File: config.mk
export PLATFORM = sky130hd
export DESIGN_NAME = dadda_final_adder
export DESIGN_NICKNAME = d
export VERILOG_FILES = /design/src/rtl/dadda_final_adder.sv
export SDC_FILE = /design/constraint.sdc
export NUM_CORES = 1
export LEC_CHECK = 0
export CORE_ASPECT_RATIO = 1.2
export CORE_MARGIN = 1
export CORE_UTILIZATION = 55
export CTS_CLUSTER_DIAMETER = 50
export DETAILED_ROUTE_END_ITERATION = 7
export PLACE_DENSITY = 0.84
export SETUP_SLACK_MARGIN = 0.3
export SYNTH_ARGS = -nofsm -noshare
export SYNTH_HDL_FRONTEND = slang
export SYNTH_SLANG_ARGS = --single-unit
File: constraint.sdc
create_clock -name clk -period 6.3 [get_ports clk]
set_clock_uncertainty 0.05 [all_clocks]
set_input_delay 1.26 -clock clk [delete_from_list [all_inputs] [get_ports clk]]
set_output_delay 1.26 -clock clk [all_outputs]
set_load 0.01 [all_outputs]
File: src/rtl/dadda_final_adder.sv
// Final carry-propagate adder behind a Dadda reduction tree: sums the two reduced
// rows SLICE bits per cycle with a rippled carry, under a valid/ready handshake.
module dadda_final_adder #(
  parameter int WIDTH = 16,
  parameter int SLICE = 4
) (
  input  logic             clk,
  input  logic             rst_n,
  input  logic             in_valid,
  output logic             in_ready,
  input  logic [WIDTH-1:0] row0,
  input  logic [WIDTH-1:0] row1,
  output logic             out_valid,
  input  logic             out_ready,
  output logic [WIDTH-1:0] product,
  output logic             cout
);

  localparam int NSL  = WIDTH / SLICE;
  localparam int IDXW = (NSL > 1) ? $clog2(NSL) : 1;
  localparam logic [IDXW-1:0] LAST_IDX = IDXW'(NSL - 1);

  typedef enum logic [1:0] {
    S_IDLE,
    S_ADD,
    S_DONE
  } state_t;

  state_t r_state;
  state_t w_next;

  logic [WIDTH-1:0] r_row0;
  logic [WIDTH-1:0] r_row1;
  logic [WIDTH-1:0] r_product;
  logic             r_carry;
  logic             r_cout;
  logic [IDXW-1:0]  r_idx;

  logic [SLICE-1:0] w_a;
  logic [SLICE-1:0] w_b;
  logic [SLICE:0]   w_sum;
  logic             w_last;

  // Select the current slice of each held row by comparing against every
  // constant slice position, which keeps all part-selects static.
  always_comb begin
    w_a = '0;
    w_b = '0;
    for (int s = 0; s < NSL; s++) begin
      if (r_idx == IDXW'(s)) begin
        w_a = r_row0[s*SLICE +: SLICE];
        w_b = r_row1[s*SLICE +: SLICE];
      end
    end
  end

  assign w_sum  = {1'b0, w_a} + {1'b0, w_b} + {{SLICE{1'b0}}, r_carry};
  assign w_last = (r_idx == LAST_IDX);

  always_ff @(posedge clk) begin
    if (!rst_n) r_state <= S_IDLE;
    else        r_state <= w_next;
  end

  always_comb begin
    w_next    = r_state;
    in_ready  = 1'b0;
    out_valid = 1'b0;
    case (r_state)
      S_IDLE: begin
        in_ready = 1'b1;
        if (in_valid) w_next = S_ADD;
      end
      S_ADD: begin
        if (w_last) w_next = S_DONE;
      end
      S_DONE: begin
        out_valid = 1'b1;
        if (out_ready) w_next = S_IDLE;
      end
      default: w_next = S_IDLE;
    endcase
  end

  // Datapath: rows captured on accept, one slice retired per ADD cycle.
  always_ff @(posedge clk) begin
    if (!rst_n) begin
      r_row0    <= '0;
      r_row1    <= '0;
      r_product <= '0;
      r_carry   <= 1'b0;
      r_cout    <= 1'b0;
      r_idx     <= '0;
    end else begin
      case (r_state)
        S_IDLE: begin
          if (in_valid) begin
            r_row0  <= row0;
            r_row1  <= row1;
            r_carry <= 1'b0;
            r_idx   <= '0;
          end
        end
        S_ADD: begin
          for (int s = 0; s < NSL; s++) begin
            if (r_idx == IDXW'(s)) r_product[s*SLICE +: SLICE] <= w_sum[SLICE-1:0];
          end
          r_carry <= w_sum[SLICE];
          if (w_last) begin
            r_cout <= w_sum[SLICE];
            r_idx  <= '0;
          end else begin
            r_idx  <= r_idx + IDXW'(1);
          end
        end
        default: ;
      endcase
    end
  end

  assign product = r_product;
  assign cout    = r_cout;

endmodule

==> results list <==
- Worst slack, placed: 2.969 ns
- Worst hold path endpoint: r_row1[11]
* Required time of the critical path: 6.49 ns
- PwrDens: 201.1 nW/um2
* Grt met2 use: 38.80%
* Remaining design rule violation count: 0
- Setup violations remaining at the end of the flow were counted as 0.
- The internal portion of the total power is 495.4 uW.
- Including well taps, the total number of placed cells is 400.
- Hold_ws: 0.4123 ns
- Across the run, the number of max-cap violations was 0.
- The hold violation total from the final report was 0.
* Inserted Clock Buffers: 5
* Synth Cell Area: 2815 um2
- Critical Path End Type: register
* Antenna Diode Count: 0
- The cell sitting at the root of the clock tree is a sky130_fd_sc_hd__clkbuf_8.
* Floorplan die area: 5410 um2
- The endpoint identified for the worst register-to-register timing path is product[10].
* Highest-utilization routing layer at the global route stage: met2
* Post-Route Setup TNS: 0 ns
* Pins over their slew limit: 0
- Leakage dissipation: 0.001277 uW
* Vias per cell: 5.376
* ANT nets after route: 0
- Proportion of layout cells with a drive suffix above 1: 20.75%
- Hold-fix buffers, CTS: 0
- The startpoint identified for the worst hold timing path is r_row1[11].
- DR vias: 2,188
* Fmax achieved: 325.5 MHz
- Crit Path Max Fanout: 33
- Slowest-stage cell, CP: sky130_fd_sc_hd__nor3b_4
* Signal arrival time at the worst endpoint: 3.26 ns
* Final #Nets: 392
- Clock slew seen by the registers of the worst setup and hold paths: 0.09 ns
* Worst Slack Setup Final: 3.227 ns
* Number of H-tree levels: 2
- Maximum number of pins on one net before global-route repair: 58
- Number of I/O pins: 55
* Utilization after layout: 67.81%
- Critical R2R Launch: r_idx[0]
- Finished Layout Cells: 407
- Largest area contributor in the synthesized netlist: sky130_fd_sc_hd__dfxtp_1
* Result of the run: finished clean
- In the final routed layout, each cell accounts on average for 13.55 um.
- The tightest min-delay check is of the register to register type.
* Routed wire length: 5513 um
* Worst skew pair latency: 0.31 ns
- Of the total power, registers draw 54.8%.
- A synthesized cell averages 9.081 um2.
- Net switching is 26.43% of the power.
* Class of the most critical setup path: input port to register
- From left edge to right edge, the die measures 67.31 um.
* Startpoint of the worst setup timing path: in_valid
* Top area cells in the synthesized netlist: sky130_fd_sc_hd__dfxtp_1 38%, sky130_fd_sc_hd__a21boi_2 12%, sky130_fd_sc_hd__nand2_1 8.0%
* Post-CTS setup buffer count: 0
* Filler cell count in the final layout: 428
- Shortest clock period the worst path allows after layout: 3.073 ns
- Detailed placement finished with a half-perimeter wire length of 3792 um.
- Number of nets in the synthesized netlist: 355
- The clock drives 54 sinks.
- Along the worst hold path, the cell count comes to 2.
- The first global-routing pass estimated 9183 um of wire.
* Port Buffer Count: 54
- Register bit count reported by yosys: 54
- The total area inside the core boundary comes to 4940 um2.
* Routability congestion estimate from global placement: 0.7513
* Sequential cell area fraction in the yosys report: 38.40%
* Worst slew margin: 13.68%
* Die Span Y: 80.37 um
* Logic pwr share: 18.2%
- GRT met3 Usage: 3.835%
- For the pin with the worst max-slew slack, the measured transition is 1.293 ns.
- Length of the first detailed-routing pass in iterations: 4
* Portion of the clock cycle consumed by the worst path in the final layout: 48.77%
- The synthesized design devotes to its leading area cell type 38.40% of total area.
* Delay of the slowest cell on the worst path: 1.05 ns
- R2R cell count: 11
- The clock network accounts for 27.0% of the total power.
- The initial antenna violation count is 0.
* Synth Warn #: 0
- Effective utilization at floorplan: 56.99%
- The analysis attributes to net switching a power of 178.0 uW.
- Syn Inst Count: 310
* Commonest cells after routing, fill and taps aside: 60 x sky130_fd_sc_hd__nand2_1, 54 x sky130_fd_sc_hd__dfxtp_1, 54 x sky130_fd_sc_hd__clkdlybuf4s50_1
- Total congestion overflow after global routing: 0
- Number of core rows: 28
- The setup check on the worst reg-to-reg path leaves a slack of 3.32 ns.
- The via count of the first global-routing pass is 2,014.
- Global routing consumed, over all layers together, 22.63% of the routing resources.
- Clock tree from TritonCTS: yes
* Type of origin of the critical path: input port
- Area growth from synthesis to layout: 18.98%
- Peak supply drop: 106.7 uV
- Setup repair after global routing missed its margin: no
* Cell breakdown of the critical path: clkdlybuf4s50_1 -> nor3b_4 -> nand2_1 -> a21boi_2
- Counting along the longest clock path gives a buffer depth of 2.
- Met1 Resource Use GR: 27.46%
- After the first detailed-routing iteration, the DRC count stood at 123.
- Leaving out fill and tap cells, the most frequent cell in the layout is sky130_fd_sc_hd__nand2_1.
- Once the clock tree was built, the resizer swapped 0 gates to a different size.
* Number of distinct standard cells referenced by the synthesized netlist: 36
==> per-stage QoR <==
| stage | total power (uW) | area (um2) |
|---|---|---|
| 2_1_floorplan | 458.5 | 2815 |
| 3_3_place_gp | 495.9 | 3273 |
| 3_5_place_dp | 500.1 | 3273 |
| 4_1_cts | 676.3 | 3349 |
| 5_1_grt | 704.8 | 3349 |
| 6_report | 673.4 | 3349 |
==> cells by family after synthesis <==
group                      share of synthesized area, %
and+or+nand+nor                                   21.47
AOI/OAI and AO/OA                                 25.64
DFF                                               38.40
buffers and inverters                             7.866
adders and majority gates                         4.533
muxes                                             1.778
xor gates and xnor gates                         0.3112
==> Yosys cell counts <==
master,number
sky130_fd_sc_hd__o21a_1,1
sky130_fd_sc_hd__buf_4,6
sky130_fd_sc_hd__and2b_1,1
sky130_fd_sc_hd__a21oi_1,19
sky130_fd_sc_hd__a22oi_1,4
sky130_fd_sc_hd__or3b_1,1
sky130_fd_sc_hd__and2_1,2
sky130_fd_sc_hd__mux2i_1,5
sky130_fd_sc_hd__a21boi_2,30
sky130_fd_sc_hd__o21bai_1,1
sky130_fd_sc_hd__and3b_2,4
sky130_fd_sc_hd__o21ai_0,9
sky130_fd_sc_hd__nor2b_1,9
sky130_fd_sc_hd__nand4_1,4
sky130_fd_sc_hd__nor3b_1,1
sky130_fd_sc_hd__buf_1,1
sky130_fd_sc_hd__clkbuf_2,1
sky130_fd_sc_hd__dfxtp_1,54
sky130_fd_sc_hd__nand2_1,60
sky130_fd_sc_hd__a22o_1,6
sky130_fd_sc_hd__inv_1,13
sky130_fd_sc_hd__a21o_1,1
sky130_fd_sc_hd__nor3b_4,1
sky130_fd_sc_hd__a21boi_0,2
sky130_fd_sc_hd__xnor2_1,1
sky130_fd_sc_hd__nand3b_1,1
sky130_fd_sc_hd__nand2_2,30
sky130_fd_sc_hd__o211a_1,8
sky130_fd_sc_hd__nor2_1,2
sky130_fd_sc_hd__buf_6,6
sky130_fd_sc_hd__fa_1,2
sky130_fd_sc_hd__ha_1,7
sky130_fd_sc_hd__o32ai_1,1
sky130_fd_sc_hd__buf_2,5
sky130_fd_sc_hd__clkbuf_1,7
sky130_fd_sc_hd__o221ai_1,4
==> critical path, delay by kind of cell <==
family | cells | cell delay [ns]
buf+inv | 1 | 0.52
compound gates | 1 | 0.19
simple gates | 2 | 1.28
==> registers in the layout, indices dropped and copies added, names as in the netlist <==
name     flops
product     16
cout         1
r_row1      16
r_state      2
r_row0      16
r_carry      1
r_idx        2
==> routing by layer <==
| metal | up-vias | wire length, um |
|---|---|---|
| li1 | 1108 | - |
| met1 | 1022 | 2455 |
| met2 | 49 | 2794 |
| met3 | 9 | 156 |
| met4 | 0 | 106 |
| met5 | - | 0 |
==> worst max-delay path by stage <==
stage	end	slack (ns)	cells after the start
finish	r_row0[8]	3.23	4
detailed placement	r_row1[8]	2.97	4
global placement	r_row0[4]	3.06	4
CTS	r_row0[8]	3.19	4
global route	product[2]	3.03	11
floorplan	product[10]	3.71	13
==> power groups by stage <==
stage	combinational, uW	sequential [uW]	clock [uW]
after floorplan	83.5	375	0
after global placement	120	376	0
after detailed placement	123	377	0
after CTS	124	369	183
after global routing	135	371	199
final	122	369	182
==> layout make-up <==
class / instances / area (um2) / area share, %
Inverter: 13 / 48.80 / 1.457
Clock buffer: 7 / 76.32 / 2.279
Multi-Input combinational cell: 217 / 1513 / 45.16
Timing Repair Buffer: 56 / 555.5 / 16.59
Tap cell: 60 / 75.07 / 2.241
Sequential cell: 54 / 1081 / 32.28
(Power assumes the default switching activity.)
